<file path="config.mk">
export PLATFORM = sky130hd
export DESIGN_NAME = uart_byte_rx
export DESIGN_NICKNAME = d
export VERILOG_FILES = /design/src/rtl/uart_byte_rx.sv
export SDC_FILE = /design/constraint.sdc
export NUM_CORES = 1
export LEC_CHECK = 0
export BUFFER_PORTS_ARGS = -buffer_cell sky130_fd_sc_hd__buf_2
export CAP_MARGIN = 20
export CORE_ASPECT_RATIO = 0.7
export CORE_MARGIN = 8
export CORE_UTILIZATION = 25
export CTS_BUF_LIST = sky130_fd_sc_hd__clkbuf_2
export CTS_CLUSTER_DIAMETER = 40
export DETAILED_ROUTE_END_ITERATION = 10
export PLACE_DENSITY_LB_ADDON = 0.1
export SYNTH_ARGS = -nofsm -noshare
export SYNTH_HDL_FRONTEND = slang
export SYNTH_SLANG_ARGS = --single-unit
</file>
<file path="constraint.sdc">
create_clock -name clk -period 2.2 [get_ports clk]
set_clock_uncertainty 0.2 [all_clocks]
set_input_delay 0.11 -clock clk [delete_from_list [all_inputs] [get_ports clk]]
set_output_delay 0.11 -clock clk [all_outputs]
set_load 0.03 [all_outputs]
</file>
<file path="src/rtl/uart_byte_rx.sv">
// 8N1 LSB-first serial byte receiver: synchronises the rx pin, samples each bit
// at mid-bit and emits one-clock byte strobes or framing-error pulses.
module uart_byte_rx #(
  parameter int CLKS_PER_BIT = 104
) (
  input  logic       clk,
  input  logic       reset,
  input  logic       rx,
  output logic [7:0] rx_data,
  output logic       rx_strb,
  output logic       frame_err,
  output logic       busy
);

  localparam int CNT_W = (CLKS_PER_BIT > 1) ? $clog2(CLKS_PER_BIT) : 1;
  localparam logic [CNT_W-1:0] CNT_LAST = CNT_W'(CLKS_PER_BIT - 1);
  localparam logic [CNT_W-1:0] CNT_HALF_M1 = CNT_W'(CLKS_PER_BIT / 2 - 1);

  localparam logic [2:0] ST_IDLE  = 3'd0;
  localparam logic [2:0] ST_START = 3'd1;
  localparam logic [2:0] ST_DATA  = 3'd2;
  localparam logic [2:0] ST_STOP  = 3'd3;
  localparam logic [2:0] ST_BREAK = 3'd4;

  logic [1:0]       sync_r;
  logic             rx_s;
  logic [2:0]       state_r, state_s;
  logic [CNT_W-1:0] cnt_r, cnt_s;
  logic [2:0]       idx_r, idx_s;
  logic [7:0]       shift_r, shift_s;
  logic [7:0]       rx_data_r, rx_data_s;
  logic             rx_strb_r, rx_strb_s;
  logic             frame_err_r, frame_err_s;
  logic             busy_r;

  assign rx_s      = sync_r[1];
  assign rx_data   = rx_data_r;
  assign rx_strb   = rx_strb_r;
  assign frame_err = frame_err_r;
  assign busy      = busy_r;

  // Next-state and datapath decisions, all taken from the synchronised line.
  always_comb begin
    state_s     = state_r;
    cnt_s       = cnt_r;
    idx_s       = idx_r;
    shift_s     = shift_r;
    rx_data_s   = rx_data_r;
    rx_strb_s   = 1'b0;
    frame_err_s = 1'b0;
    case (state_r)
      ST_IDLE: begin
        if (rx_s == 1'b0) begin
          state_s = ST_START;
          cnt_s   = '0;
        end else begin
          state_s = ST_IDLE;
        end
      end
      ST_START: begin
        // A start bit that is high again at mid-bit was a glitch.
        if (cnt_r == CNT_HALF_M1) begin
          cnt_s = '0;
          if (rx_s == 1'b1) begin
            state_s = ST_IDLE;
          end else begin
            state_s = ST_DATA;
            idx_s   = 3'd0;
          end
        end else begin
          cnt_s = cnt_r + CNT_W'(1);
        end
      end
      ST_DATA: begin
        if (cnt_r == CNT_LAST) begin
          cnt_s          = '0;
          shift_s[idx_r] = rx_s;
          if (idx_r == 3'd7) begin
            state_s = ST_STOP;
          end else begin
            idx_s = idx_r + 3'd1;
          end
        end else begin
          cnt_s = cnt_r + CNT_W'(1);
        end
      end
      ST_STOP: begin
        if (cnt_r == CNT_LAST) begin
          cnt_s = '0;
          if (rx_s == 1'b1) begin
            rx_data_s = shift_r;
            rx_strb_s = 1'b1;
            state_s   = ST_IDLE;
          end else begin
            frame_err_s = 1'b1;
            state_s     = ST_BREAK;
          end
        end else begin
          cnt_s = cnt_r + CNT_W'(1);
        end
      end
      ST_BREAK: begin
        // A held-low line must return high before any new start bit counts.
        if (rx_s == 1'b1) begin
          state_s = ST_IDLE;
        end else begin
          state_s = ST_BREAK;
        end
      end
      default: begin
        state_s = ST_IDLE;
        cnt_s   = '0;
      end
    endcase
  end

  // Synchroniser, state and registered outputs.
  always_ff @(posedge clk) begin
    if (reset) begin
      sync_r      <= 2'b11;
      state_r     <= ST_IDLE;
      cnt_r       <= '0;
      idx_r       <= 3'd0;
      shift_r     <= 8'h00;
      rx_data_r   <= 8'h00;
      rx_strb_r   <= 1'b0;
      frame_err_r <= 1'b0;
      busy_r      <= 1'b0;
    end else begin
      sync_r      <= {sync_r[0], rx};
      state_r     <= state_s;
      cnt_r       <= cnt_s;
      idx_r       <= idx_s;
      shift_r     <= shift_s;
      rx_data_r   <= rx_data_s;
      rx_strb_r   <= rx_strb_s;
      frame_err_r <= frame_err_s;
      busy_r      <= (state_s != ST_IDLE);
    end
  end

endmodule

</file>
==> results.ini, run 1 <==
[yosys]
synth_flop_cell = dfxtp_1
syn_area_per_cell_um2 = 9.316
synth_compound_area_frac = 0.1642
yosys-top-cells-area = dfxtp_1 (42%), mux2i_1 (8.6%), nand2_1 (4.8%), nor2_1 (3.5%), a21oi_1 (2.8%)
synth_mux_area_frac = 0.08596
synth-xor-area-share = 0
ys_warn_count = 0
synth.distinct_cells = 54
synth_top_family_by_area = simple AND/OR/NAND/NOR gates
postSynthCellCount = 175
synth-simple-area-share = 0.2602
yosysMostFrequentCell = dfxtp_1
synth_adder_area_share = 0.02302
synth_top_area_frac = 0.4175
yosys_register_bits = 34
syn_nets = 181
yosysSeqAreaShare = 0.4175
synthArstFlopShare = 0
synth-edff-count = 0
synthTopCellsByCount = dfxtp_1 (34), nand2_1 (21), nor2_1 (15)
synth_top_area_cell = dfxtp_1
netlist_area_um2 = 1630

[layout]
fin_cells = 267
fin_nets = 195
seqCellArea_um2 = 680.7
n_fill_cell = 662
antenna_cells = 0
final_area_um2 = 1813
drive_gt1_frac = 0.1958
multi_input_area_um2 = 880.8
areaGrowthSynthToFinish_pct = 11.20

[placed_design]
gp_congestion = 0.8117
place.port_buffers = 13
dp_cells = 258
place_area_um2 = 1747
pre_cts_slack_ns = 0.1222
place_hpwl_um = 2571

[power]
power.switching_mw = 0.2489
p_total_mw = 0.9596
p_leak_nw = 0.7613
p_comb_frac = 0.053
p_seq_frac = 0.658
sw_frac_of_total = 0.2594
vdd_drop_max_v = 0.0001544
power_density_nw_per_um2 = 529.3
pwr-share-clk = 0.289
p_int_mw = 0.7107

[timing]
finalSetupTns_ns = 0
setup_slack_ns = 0.1427
setup_viol = 0
slew_headroom = 0.6565
max_freq_mhz = 486.1
worst_pin_slew_ns = 0.5141
hold_viol = 0
period_needed_ns = 2.057
rsz0062_at_grt = false
slew_violations = 0
timing.final.crit_share = 0.9352

[floorplan]
core.rowCount = 24
start_util = 0.2598
die_h_um = 83.57
core_area_um2 = 6276
fp.dieArea_um2 = 9403
die_x_um = 112.5
num_io_pins = 14

[clock_network]
clk_pin_slew_ns = 0.17
cts_buffers = 5
cts_max_path_buffers = 2
cts-htree-levels = 2
cts.sinks = 34
root_buffer = clkbuf_2
postCtsSetupRepairBufs = 0
clock_latency_ns = 0.36
tritoncts = built

[critical_path]
required_ns = 2.26
critPathMaxStageDelay_ns = 0.50
cp_top_family = simple AND/OR/NAND/NOR gates
crit_buf_inv = 0
critical_path.max_fanout = 9
crit_arrival_ns = 2.11
slowest_stage = or4b_4
path_cells = ha_2 > or4b_4 > o221ai_2 > a31oi_1 > or3_1
cp-end-kind = flip-flop
start_kind = flip-flop
worstSetupPathType = reg2reg

[drt]
drtIter0Drc = 62
avgRoutedWirePerCell_um = 13.79
vias_per_cell = 4.978
drc = 0
postRouteAntennaNets = 0
dr_total_vias = 1329
drtPass1Iterations = 4
routed_wl_um = 3683

[grt]
grt_max_degree = 22
antenna_found_initial = 0
grt-ovfl-total = 0
grt_pass1_wl_um = 6092
grt_use_total = 0.08055
grt_pass1_vias = 1198

[run]
drv_cap = 0

[hold_path]
min_path_type = reg2reg

[status]
status = complete, no violations

## power by group through the flow
stage                     logic (mW)  registers [mW]  clock network [mW]
after floorplan               0.0370           0.642                   0
after global placement        0.0491           0.644                   0
after detailed placement      0.0489           0.644                   0
after CTS                     0.0517           0.631               0.297
after global routing          0.0564           0.633               0.321
final                         0.0506           0.631               0.278
## cell families after synthesis
| logic type | after synthesis |
|---|---|
| adder cells (fa/ha/maj) | 3 |
| flip-flops | 34 |
| AO/OA/AOI/OAI | 38 |
| buffers and inverters | 14 |
| multiplexers | 14 |
| AND/OR/NAND/NOR | 72 |
## what timing repair did
item / 4_1_cts / 5_1_grt
endpoints found under the hold margin: 18 / 0
resized for setup: 0 / 2
endpoints found under the setup margin: 0 / 6
hold buffers: 2 / 0
## state kept, by name, indices dropped and copies added, names as in the netlist
signal,count
busy,1
frame_err,1
cnt_r,7
shift_r,8
rx_data,8
state_r,3
rx_strb,1
idx_r,3
sync_r,2
## metal layers
layer  wire length [µm]  track usage  vias to the layer above
li1                   -            -                      665
met4                 42      0.03659                        0
met5                  0            0                        -
met2               1494       0.1134                       35
met1               1903       0.1065                      627
met3                243      0.02890                        2
## worst paths after layout
check                               start  cells after the start  slack, ns   endpoint
worst max-delay path             cnt_r[0]                      5       0.14       busy
worst min register to register  sync_r[0]                      1       0.23  sync_r[1]
worst min-delay path            sync_r[0]                      1       0.23  sync_r[1]
worst max register to register   cnt_r[0]                      5       0.14       busy
## area by class of cell
class	count	share of cell area
well taps	78	0.05383
flip-flops and latches	34	0.3754
multi-input cells	127	0.4859
repair buffers	18	0.05935
inverters	3	0.006211
clock inverters	2	0.005521
clock buffers	5	0.01380
## per-stage QoR
step,hold WS (ns),utilization
CTS,0.2295,0.2871
global route,0.2171,0.2889
finish,0.2293,0.2889
global placement,0.09457,0.2783
floorplan,-0.009139,-
detailed placement,0.1040,0.2783
## cells in the final DEF (no fill, tap or decap), drive strengths merged, types with 4 or more instances in the layout
master	instances
a21oi	9
buf	16
clkbuf	5
dfxtp	34
mux2i	14
nand2	21
nand3	6
nor2	15
o21ai	4
o22ai	4
No activity file was read; power rests on OpenSTA's default activity.
==> run 2: changes to the inputs <==
--- a/config.mk
+++ b/config.mk
@@ -8,12 +8,12 @@
 export BUFFER_PORTS_ARGS = -buffer_cell sky130_fd_sc_hd__buf_2
 export CAP_MARGIN = 20
 export CORE_ASPECT_RATIO = 0.7
-export CORE_MARGIN = 8
+export CORE_MARGIN = 1.5
 export CORE_UTILIZATION = 25
 export CTS_BUF_LIST = sky130_fd_sc_hd__clkbuf_2
 export CTS_CLUSTER_DIAMETER = 40
 export DETAILED_ROUTE_END_ITERATION = 10
-export PLACE_DENSITY_LB_ADDON = 0.1
+export RECOVER_POWER = 25
 export SYNTH_ARGS = -nofsm -noshare
 export SYNTH_HDL_FRONTEND = slang
 export SYNTH_SLANG_ARGS = --single-unit
==> results.ini, run 2 (synthesis results as in run 1) <==
[clock_network]
cts-htree-levels = 2  ; unchanged
postCtsSetupRepairBufs = 0  ; unchanged
cts_buffers = 5  ; unchanged
root_buffer = clkbuf_2
postCtsHoldBufs = 2  ; unchanged
postCtsResizedCells = 0  ; unchanged
clk_pin_slew_ns = 0.17  ; about the same
cts_max_path_buffers = 2  ; unchanged
tritoncts = built
clock_latency_ns = 0.37  ; about the same
cts.sinks = 34  ; unchanged

[floorplan]
num_io_pins = 14  ; unchanged
core.rowCount = 24  ; unchanged
die_h_um = 70.57  ; -16%
core_area_um2 = 6276  ; unchanged
start_util = 0.2598  ; unchanged
die_x_um = 99.52  ; -12%
fp.dieArea_um2 = 7023  ; -25%

[critical_path]
critical_path.max_fanout = 6  ; -3
r2r_slack_ns = 0.19  ; +0.04 ns
crit_buf_inv = 0  ; unchanged
critPathMaxStageDelay_ns = 0.49  ; about the same
path_cells = ha_1 > or4b_4 > o211a_1 > o22ai_1 > a21oi_1
start_kind = flip-flop
worstSetupPathType = reg2reg
required_ns = 2.24  ; -0.02 ns
cp_top_family = compound AO/OA/AOI/OAI gates
cp-end-kind = flip-flop
crit_arrival_ns = 2.05  ; -0.06 ns
slowest_stage = or4b_4

[layout]
fin_cells = 270  ; +1.1%
areaGrowthSynthToFinish_pct = 10.67
final_common_cell = dfxtp_1
antenna_cells = 0  ; unchanged
drive_gt1_frac = 0.1406  ; -0.05514
mostFrequentLayoutCells = dfxtp_1 (34), nand2_1 (21), nor2_1 (15)
fin_nets = 197  ; +1.0%

[drt]
dr_total_vias = 1343  ; +1.1%
drc = 0  ; unchanged
postRouteAntennaNets = 0  ; unchanged
avgRoutedWirePerCell_um = 12.58  ; -8.8%
drtIter0Drc = 89  ; +44%
routed_wl_um = 3397  ; -7.8%
vias_per_cell = 4.974  ; about the same
drtPass1Iterations = 4  ; unchanged

[placed_design]
place_hpwl_um = 2378  ; -7.5%
dp_cells = 260  ; +0.78%
place.port_buffers = 13  ; unchanged
pre_cts_slack_ns = 0.2346  ; +0.1124 ns
gp_congestion = 0.8915  ; +9.8%

[timing]
worst_pin_slew_ns = 0.9887  ; +0.4745 ns
setup_viol = 0  ; unchanged
max_freq_mhz = 496.3  ; +2.1%
slew_headroom = 0.3409  ; -0.3156
slew_violations = 0  ; unchanged
rsz0062_at_grt = false
period_needed_ns = 2.015  ; -0.04248 ns
timing.final.crit_share = 0.9158  ; -0.01931
finalSetupTns_ns = 0  ; unchanged
hold_viol = 0  ; unchanged
setup_slack_ns = 0.1851  ; +0.04248 ns

[hold_path]
min_path_type = reg2reg

[grt]
grt-ovfl-total = 0  ; unchanged
grt_max_degree = 22  ; unchanged
antenna_found_initial = 0  ; unchanged
grt_pass1_vias = 1229  ; +2.6%
grt_use_total = 0.1094  ; +0.02890
grt_pass1_wl_um = 6175  ; +1.4%

[run]
drv_cap = 0  ; unchanged

[power]
p_leak_nw = 0.7309  ; -4.0%
p_total_mw = 0.9676  ; +0.83%
power_density_nw_per_um2 = 536.3  ; +1.3%
vdd_drop_max_v = 0.0001476  ; -4.4%

[status]
status = complete, no violations

run 2: changes by cell type in the layout (fill, tap and decap cells not counted):
cell,before,now
clkinv_1,0,1
clkinv_2,2,1
nor4b_4,1,0
nor4b_2,1,2
buf_4,3,4
buf_2,13,3
clkbuf_1,0,11
ha_1,2,3
clkbuf_2,5,6
ha_2,1,0
run 2: final cells by class:
cell class / instances / area (µm²)
Clock buffer: 6 / 30.03
Clock inverter: 2 / 8.758
Fill cell: 666 / 4472
Inverter: 3 / 11.26
Multi-Input combinational cell: 127 / 869.6
Sequential cell: 34 / 680.7
Tap cell: 78 / 97.59
Timing Repair Buffer: 20 / 106.4
run 2: final timing paths:
check	cells past startpoint	endpoint	start
min	1	sync_r[1]	sync_r[0]
max	5	cnt_r[4]	cnt_r[0]
max reg2reg	5	cnt_r[4]	cnt_r[0]
min reg2reg	1	sync_r[1]	sync_r[0]
run 2: report_power, final:
| part | leakage, nW | switching [mW] | total, mW | internal [mW] |
|---|---|---|---|---|
| logic | 0.426 | 0.0326 | 0.0495 | 0.0170 |
| clock network | 0.0304 | 0.209 | 0.287 | 0.0783 |
| registers | 0.275 | 0.00825 | 0.631 | 0.623 |
| total | 0.731 | 0.249 | 0.968 | 0.718 |
run 2: per-layer routing:
layer  GRT usage  share of wire  wire, µm
met1      0.1689           0.55      1861
met2      0.1423           0.38      1304
met3     0.02866          0.055       186
met4     0.04225          0.013        45
met5           0              0         0
run 2: stage by stage:
stage	hold WS (ns)	instance area [µm²]	util
final	0.2342	1804	0.2875
after global routing	0.2307	1804	0.2875
after CTS	0.2394	1821	0.2901
after detailed placement	0.1169	1762	0.2807
after global placement	0.1118	1762	0.2807
after floorplan	-0.009139	1630	-
